## config.mk

```make
export PLATFORM = sky130hd
export DESIGN_NAME = fd_pipe_reg
export DESIGN_NICKNAME = d
export VERILOG_FILES = /design/src/rtl/fd_pipe_reg.sv
export SDC_FILE = /design/constraint.sdc
export NUM_CORES = 1
export LEC_CHECK = 0
export BUFFER_PORTS_ARGS = -buffer_cell sky130_fd_sc_hd__buf_2
export CAP_MARGIN = 20
export CORE_MARGIN = 8
export CORE_UTILIZATION = 45
export DETAILED_ROUTE_END_ITERATION = 8
export GPL_TIMING_DRIVEN = 1
export PLACE_DENSITY = 0.71
export SYNTH_ARGS = -nofsm -noshare
export SYNTH_HDL_FRONTEND = slang
export SYNTH_SLANG_ARGS = --single-unit
export TNS_END_PERCENT = 50
```

## constraint.sdc

```tcl
create_clock -name clk -period 2.66 [get_ports clk]
set_input_delay 0.532 -clock clk [delete_from_list [all_inputs] [get_ports clk]]
set_output_delay 0.532 -clock clk [all_outputs]
set_load 0.02 [all_outputs]
```

## src/rtl/fd_pipe_reg.sv

```systemverilog
// fd_pipe_reg: fetch/decode pipeline register for the 5-stage MIPS pipeline.
//
// This register captures the fetched PC and instruction word. It supports the
// following actions:
//   - stall: hold the current contents.
//   - flush: insert a bubble.
//   - address check: tag illegal fetch addresses with the AdEL code.
//
// It also keeps saturating counters of stall and flush cycles.
//
// Ports:
//   clk        in   clock; all state updates on the rising edge
//   reset      in   synchronous, active-low reset (0 = reset)
//   stall      in   hold D-stage contents
//   flush      in   replace D-stage contents with a bubble (wins over stall)
//   bd_in      in   fetched instruction sits in a branch delay slot
//   F_PC       in   [31:0] PC of the instruction being fetched
//   F_instr    in   [31:0] instruction word read at F_PC
//   D_PC       out  [31:0] registered PC
//   D_instr    out  [31:0] registered instruction (0 = nop)
//   D_excCode  out  [4:0]  registered exception code (0 = none)
//   D_bd       out  registered delay-slot flag
//   D_valid    out  1 = real instruction, 0 = bubble
//   stall_cnt  out  [31:0] stalled cycles, saturating
//   flush_cnt  out  [31:0] flush cycles, saturating

module fd_pipe_reg #(
    parameter logic [31:0] PC_RESET = 32'h0000_3000,
    parameter logic [31:0] IM_BASE  = 32'h0000_3000,
    parameter logic [31:0] IM_LIMIT = 32'h0000_6FFC,
    parameter logic [4:0]  EXC_ADEL = 5'd4
) (
    input  logic        clk,
    input  logic        reset,
    input  logic        stall,
    input  logic        flush,
    input  logic        bd_in,
    input  logic [31:0] F_PC,
    input  logic [31:0] F_instr,
    output logic [31:0] D_PC,
    output logic [31:0] D_instr,
    output logic [4:0]  D_excCode,
    output logic        D_bd,
    output logic        D_valid,
    output logic [31:0] stall_cnt,
    output logic [31:0] flush_cnt
);

    logic [31:0] pc_q, pc_d;
    logic [31:0] instr_q, instr_d;
    logic [4:0]  exc_q, exc_d;
    logic        bd_q, bd_d;
    logic        valid_q, valid_d;
    logic [31:0] stall_cnt_q, stall_cnt_d;
    logic [31:0] flush_cnt_q, flush_cnt_d;

    logic adel;

    // Misaligned or outside the instruction memory window (unsigned compares).
    assign adel = (F_PC[1:0] != 2'b00) || (F_PC < IM_BASE) || (F_PC > IM_LIMIT);

    always_comb begin
        pc_d        = pc_q;
        instr_d     = instr_q;
        exc_d       = exc_q;
        bd_d        = bd_q;
        valid_d     = valid_q;
        stall_cnt_d = stall_cnt_q;
        flush_cnt_d = flush_cnt_q;

        if (flush) begin
            // Bubble keeps the PC so a later exception can still report an EPC.
            pc_d    = F_PC;
            instr_d = 32'h0;
            exc_d   = 5'd0;
            bd_d    = 1'b0;
            valid_d = 1'b0;
            if (flush_cnt_q != 32'hFFFF_FFFF) begin
                flush_cnt_d = flush_cnt_q + 32'd1;
            end
        end else if (stall) begin
            if (stall_cnt_q != 32'hFFFF_FFFF) begin
                stall_cnt_d = stall_cnt_q + 32'd1;
            end
        end else begin
            pc_d    = F_PC;
            bd_d    = bd_in;
            valid_d = 1'b1;
            if (adel) begin
                instr_d = 32'h0;
                exc_d   = EXC_ADEL;
            end else begin
                instr_d = F_instr;
                exc_d   = 5'd0;
            end
        end
    end

    always_ff @(posedge clk) begin
        if (!reset) begin
            pc_q        <= PC_RESET;
            instr_q     <= 32'h0;
            exc_q       <= 5'd0;
            bd_q        <= 1'b0;
            valid_q     <= 1'b0;
            stall_cnt_q <= 32'h0;
            flush_cnt_q <= 32'h0;
        end else begin
            pc_q        <= pc_d;
            instr_q     <= instr_d;
            exc_q       <= exc_d;
            bd_q        <= bd_d;
            valid_q     <= valid_d;
            stall_cnt_q <= stall_cnt_d;
            flush_cnt_q <= flush_cnt_d;
        end
    end

    assign D_PC      = pc_q;
    assign D_instr   = instr_q;
    assign D_excCode = exc_q;
    assign D_bd      = bd_q;
    assign D_valid   = valid_q;
    assign stall_cnt = stall_cnt_q;
    assign flush_cnt = flush_cnt_q;

endmodule

```

==> results of run 1 <==
-- routing by layer --
metal  vias to the layer above  global-route usage
met1                      2504              0.2297
met5                         -                   0
met2                       148              0.3042
met4                         0             0.08777
met3                        27             0.05710
li1                       2708                   -
-- final cells by class --
class,instances,area [µm²],share of cell area
tap,172,215.2,0.02867
timing repair buffer,212,1106,0.1474
clock inverter,14,200.2,0.02667
multi-input combinational,484,2889,0.3849
clock buffer,18,439.2,0.05851
sequential,131,2623,0.3494
inverter,9,33.78,0.004501
-- worst min-delay path by stage --
stage | start | endpoint | slack [ns] | cells after the start
finish | F_instr[30] | D_instr[30] | 0.34 | 3
global route | F_instr[22] | D_instr[22] | 0.33 | 3
CTS | F_instr[15] | D_instr[15] | 0.33 | 3
detailed placement | D_valid | D_valid | 0.43 | 2
global placement | D_valid | D_valid | 0.43 | 2
floorplan | D_valid | D_valid | 0.52 | 2
-- tightest hold or removal path: stages --
cell,delay [ns]
buf_2,0.08
mux2i_1,0.05
nor2_1,0.07
-- power groups by stage --
stage	sequential [mW]	clock, mW	combinational (mW)
after floorplan	2.13	0	0.160
after global placement	2.08	0	0.351
after detailed placement	2.08	0	0.354
after CTS	2.04	2.55	0.356
after global routing	2.04	2.65	0.384
final	2.04	2.50	0.351
-- state kept, by name, summed over array words and instances (netlist names) --
signal,flops
D_PC,32
D_instr,32
flush_cnt,32
stall_cnt,32
D_bd,1
D_excCode,1
D_valid,1
-- through the flow --
step / instances / util / hold WS, ns / setup WS, ns / power (mW)
after floorplan: 664 / - / 0.5222 / 0.4285 / 2.293
after global placement: 1008 / 0.5486 / 0.4314 / 0.3311 / 2.427
after detailed placement: 1008 / 0.5486 / 0.4333 / 0.2763 / 2.432
after CTS: 1040 / 0.5997 / 0.3270 / 0.2716 / 4.941
after global routing: 1040 / 0.5997 / 0.3271 / 0.1358 / 5.074
final: 1040 / 0.5997 / 0.3444 / 0.2668 / 4.889
-- cell families after synthesis --
family / Yosys count / synth area share
XOR/XNOR: 17 / 0.02604
adder cells (fa/ha/maj): 2 / 0.004377
flip-flops: 131 / 0.4587
other: 1 / 0.0006560
AO/OA/AOI/OAI: 103 / 0.1140
multiplexers: 50 / 0.08755
AND/OR/NAND/NOR: 308 / 0.2696
buffers and inverters: 49 / 0.03896
-- cells in the final DEF (no fill, tap or decap), types with 4 or more instances in the layout --
| master | n |
|---|---|
| nand3_1 | 26 |
| inv_1 | 8 |
| xnor2_1 | 7 |
| mux2i_1 | 50 |
| o21ai_1 | 5 |
| or3_1 | 9 |
| o211ai_1 | 4 |
| nand2_1 | 113 |
| a21oi_1 | 44 |
| a21oi_2 | 9 |
| a211oi_1 | 4 |
| dfxtp_1 | 131 |
| nand2b_1 | 18 |
| inv_6 | 4 |
| buf_2 | 199 |
| a31oi_1 | 4 |
| and3_1 | 11 |
| and4_1 | 10 |
| bufinv_16 | 4 |
| xor2_1 | 10 |
| clkbuf_16 | 17 |
| conb_1 | 4 |
| or4_1 | 11 |
| buf_4 | 12 |
| o31ai_1 | 10 |
| nor3_1 | 7 |
| nand4_1 | 17 |
| o21ai_0 | 11 |
| nor2_1 | 60 |
| nor4_1 | 9 |
==> results.md, run 1 <==
- CP cell instances: nand3_1 > or4_1 > o31ai_4 > buf_4 > or4_1 > a21oi_2
- Routed WL: 16,040 µm
- Antenna cells: 0
- Synthesized area: 5717 µm²
- DR pass1 iterations: 5
- Crit end category: register
- Delay-heaviest family, CP: simple AND/OR/NAND/NOR gates
- Combinational cell fraction of total power: 0.072
- GP Congestion: 0.8184
- Yosys top cell area share: 0.4587
- Ports: 204
- Post-cts repair resize count: 0
- Critical path class: register to register
- Vias in the first global route: 5,070
- M1 wire length: 6935 µm
- Fin crit period: 2.393 ns
- Post-synth top area cell: dfxtp_1
- Dominant cells by area after synthesis: dfxtp_1 46%, mux2i_1 8.8%, nand2_1 7.4%
- Post-DP Area: 6867 µm²
- Pleak: 3.385 nW
- Die width: 128.7 µm
- Fill cells: 1,156
- P&R area growth vs syn: 31.30%
- DR WL met2: 7798 µm
- Seq cells post-synth: 131
- Post-synthesis sequential area ratio: 0.4587
- Max rail drop VDD: 425.2 µV
- Ys Warns: 0
- Mapped Cells: 661
- Register-to-Register Path Depth: 6
- Via count: 5,387
- Main synth FF type: dfxtp_1
- F_max: 417.8 MHz
- Maximum clock path buffer count: 2
- Crit-path slowest cell: or4_1
- Post-DR vias/cell: 5.180
- Net switching power: 1.145 mW
- Worst Hold Class: input port to register
- Status: complete, no violations
- CP max stage delay: 0.73 ns
- CP startpoint: stall_cnt[5]
- Count leader, synth: dfxtp_1
- Top sig layer: met4
- WP buf/inv: 1
- Fin. Hold Viols: 0
- First-pass GRT wire length: 25,250 µm
- CP required: 2.93 ns
- Pin count of the biggest net entering global routing: 39
- RSZ-0062 raised after global routing: false
- Nets: 926
- Leading cell types by count after synthesis: 131 x dfxtp_1, 113 x nand2_1, 60 x nor2_1, 50 x mux2i_1, 44 x a21oi_1
- Overflow after GRT: 0
- Most frequent cell on the critical path: or4_1
- Final antenna-violating net count: 0
- Final period util: 0.8997
- Worst-Skew Late Latency: 0.41 ns
- Root buffer cell: clkbuf_16
- Sum Neg Setup Slack: 0 ns
- Die ar.: 16,570 µm²
- Critical R2R Launch: stall_cnt[5]
- Clk_skew: 0.003602 ns
- CTS Hold Bufs: 0
- Postcts setup bufs: 0
- Total CTS buffers: 17
- Crit Path Max Fanout: 38
- R2r setup slk: 0.27 ns
- Distinct cells, synth: 52
- Post-route cell area: 7506 µm²
- Seq pwr share: 0.416
- Async set-reset flop share out of synthesis: 0
- Int Pwr: 3.744 mW
- Least-Margin Pin Slew: 0.7064 ns
- Antenna violations before repair: 0
- DR DRC count: 0
- Row Count: 41
- Final number of setup-violating endpoints: 0
- Core Box Area: 12,520 µm²
- Port bufs: 199
- H-tree levels: 4
- CTS tree: yes
- Slew headroom: 0.5284
- Initial Utilization: 0.4567
- DRT iter0 DRCs: 340
- Layout cells sized above 1: 0.3018
- Total track usage: 0.1899
- CTS Sinks: 131
- Routed wl met3: 989 µm
- Die height: 128.7 µm
- PD cells: 651.4 nW/µm²
- Sw frac: 0.2341
- Post-synth EDFFs: 0
- Setup crit start kind: register
- Max-Cap Viols: 0
- Syn_area_per_cell: 8.649 µm²
- Wire per inst: 15.43 µm
- Critical path endpoint: stall_cnt[17]
- Slew Viols, Final: 0
- WP depth: 6
- CTS clk-pin slew, worst paths: 0.06 ns
- DP Wirelength: 11,570 µm
- Clk network pwr share: 0.512
- Worst r2r dst: stall_cnt[17]
- Critical Path AT: 2.67 ns
Note: power is estimated with default switching activity, not from simulation.
==> run 2: changes to the inputs <==
--- a/config.mk
+++ b/config.mk
@@ -5,10 +5,12 @@
 export SDC_FILE = /design/constraint.sdc
 export NUM_CORES = 1
 export LEC_CHECK = 0
+export ABC_CLOCK_PERIOD_IN_PS = 2660
 export BUFFER_PORTS_ARGS = -buffer_cell sky130_fd_sc_hd__buf_2
 export CAP_MARGIN = 20
-export CORE_MARGIN = 8
+export CORE_MARGIN = 5
 export CORE_UTILIZATION = 45
+export CTS_BUF_LIST = sky130_fd_sc_hd__clkbuf_8
 export DETAILED_ROUTE_END_ITERATION = 8
 export GPL_TIMING_DRIVEN = 1
 export PLACE_DENSITY = 0.71
==> results.md, run 2 (synthesis gave the netlist of run 1 again) <==
- Slew headroom: 0.5782 (+0.04978)
- Max-Cap Viols: 0 (unchanged)
- Final antenna-violating net count: 0 (unchanged)
- Min Hold Slack: 0.3249 ns (-0.01948 ns)
- F_max: 414.2 MHz (-0.88%)
- Die ar.: 15,060 µm² (-9.1%)
- Total track usage: 0.2019 (+0.01200)
- Pin count of the biggest net entering global routing: 44 (+13%)
- Multi-input gate area: 2889 µm² (unchanged)
- DP Wirelength: 10,820 µm (-6.5%)
- Maximum clock path buffer count: 2 (unchanged)
- Post-DP Area: 6882 µm² (+0.22%)
- Wire per inst: 14.64 µm (-5.1%)
- Final number of setup-violating endpoints: 0 (unchanged)
- CTS Sinks: 131 (unchanged)
- DR pass1 iterations: 5 (unchanged)
- Port bufs: 199 (unchanged)
- Max rail drop VDD: 408.6 µV (-3.9%)
- RSZ-0062 raised after global routing: false
- Placed cells: 1,010 (+0.20%)
- Status: complete, no violations
- Ports: 204 (unchanged)
- Overflow after GRT: 0 (unchanged)
- Most common cell after layout, fill and taps aside: buf_2
- Most frequent cells in the layout: 199 x buf_2, 131 x dfxtp_1, 113 x nand2_1, 60 x nor2_1, 50 x mux2i_1
- Postcts setup bufs: 0 (unchanged)
- Total CTS buffers: 17 (unchanged)
- Clk_skew: 0.01062 ns (+0.007022 ns)
- CTS Hold Bufs: 0 (unchanged)
- Critical Path AT: 2.72 ns (+0.05 ns)
- Routed WL: 15,240 µm (-5.0%)
- Antenna violations before repair: 0 (unchanged)
- Layout cells sized above 1: 0.3003 (-0.001498)
- Crit Path Max Fanout: 38 (unchanged)
- Worst Hold Class: input port to register
- P&R area growth vs syn: 27.82%
- H-tree levels: 4 (unchanged)
- Antenna cells: 0 (unchanged)
- Non-Filler Instances: 1,041 (+0.096%)
- Via count: 5,380 (-0.13%)
- Crit end category: register
- Slew Viols, Final: 0 (unchanged)
- Final period util: 0.9077 (+0.007973)
- Vias in the first global route: 5,025 (-0.89%)
- Row Count: 41 (unchanged)
- Critical path class: register to register
- GP Congestion: 0.8319 (+1.6%)
- Post-route cell area: 7307 µm² (-2.7%)
- DRT iter0 DRCs: 342 (+0.59%)
- Tot Pwr: 4.192 mW (-14%)
- Post-cts repair resize count: 0 (unchanged)
- Fin crit period: 2.414 ns (+0.02121 ns)
- Sum Neg Setup Slack: 0 ns (unchanged)
- CTS clk-pin slew, worst paths: 0.07 ns (about the same)
- Setup ws final: 0.2456 ns (-0.02121 ns)
- Pleak: 3.316 nW (-2.0%)
- Fin. Hold Viols: 0 (unchanged)
- CTS tree: yes
- PD cells: 573.8 nW/µm² (-12%)
- Fill cells: 1,215 (+5.1%)
- Post-DR vias/cell: 5.168 (-0.23%)
- Root buffer cell: clkbuf_8
- CP required: 2.97 ns (+0.04 ns)
- Initial Utilization: 0.4567 (unchanged)
- DR DRC count: 0 (unchanged)
- Least-Margin Pin Slew: 0.6289 ns (-0.07744 ns)
- DP Worst Slack: 0.2748 ns (-0.001444 ns)
- Setup crit start kind: register
- Reg area: 2623 µm² (unchanged)
- Fin util: 0.5838 (-0.01589)
- Die width: 122.7 µm (-4.7%)
- First-pass GRT wire length: 24,500 µm (-3.0%)
- Worst-Skew Late Latency: 0.44 ns (+0.03 ns)
- Core Box Area: 12,520 µm² (unchanged)
- Die height: 122.7 µm (-4.7%)
- Nets: 928 (+0.22%)
## run 2: cell count changes in the layout (fill, tap and decap cells not counted)
cell,before,now
clkinv_4,2,1
inv_6,4,0
clkbuf_16,17,0
inv_1,8,10
clkinv_2,1,4
clkbuf_8,1,19
buf_4,12,14
clkinvlp_4,3,1
## run 2: path summary, 6_finish.rpt
path                            slack, ns            end  cells past startpoint          from
worst max-delay path                 0.25  stall_cnt[21]                      6  stall_cnt[5]
worst min-delay path                 0.32     D_instr[7]                      3    F_instr[7]
worst max register to register       0.25  stall_cnt[21]                      6  stall_cnt[5]
worst min register to register       0.45        D_PC[4]                      2       D_PC[4]
## run 2: power by group
group          switching, mW  internal, mW
clock                  0.755          1.05
sequential            0.0257          2.01
combinational          0.220         0.131
## run 2: layout make-up
type | instances | area share
multi-input cells | 484 | 0.3954
flip-flops and latches | 131 | 0.3589
repair buffers | 214 | 0.1534
clock buffers | 19 | 0.03579
well taps | 172 | 0.02945
clock inverters | 12 | 0.02243
inverters | 9 | 0.004623
## run 2: critical path, stage by stage (launching register included)
cell and delay (ns):
dfxtp_1 0.44, nand3_1 0.22, or4_1 0.74, o31ai_4 0.27, buf_4 0.36, nor4_1 0.11
mux2i_1 0.14
## run 2: metal layers
layer,up-vias,part of all wire,global-route usage
met5,-,0,0
met2,154,0.48,0.3181
met1,2486,0.43,0.2574
li1,2718,-,-
met3,22,0.065,0.06083
met4,0,0.019,0.08328
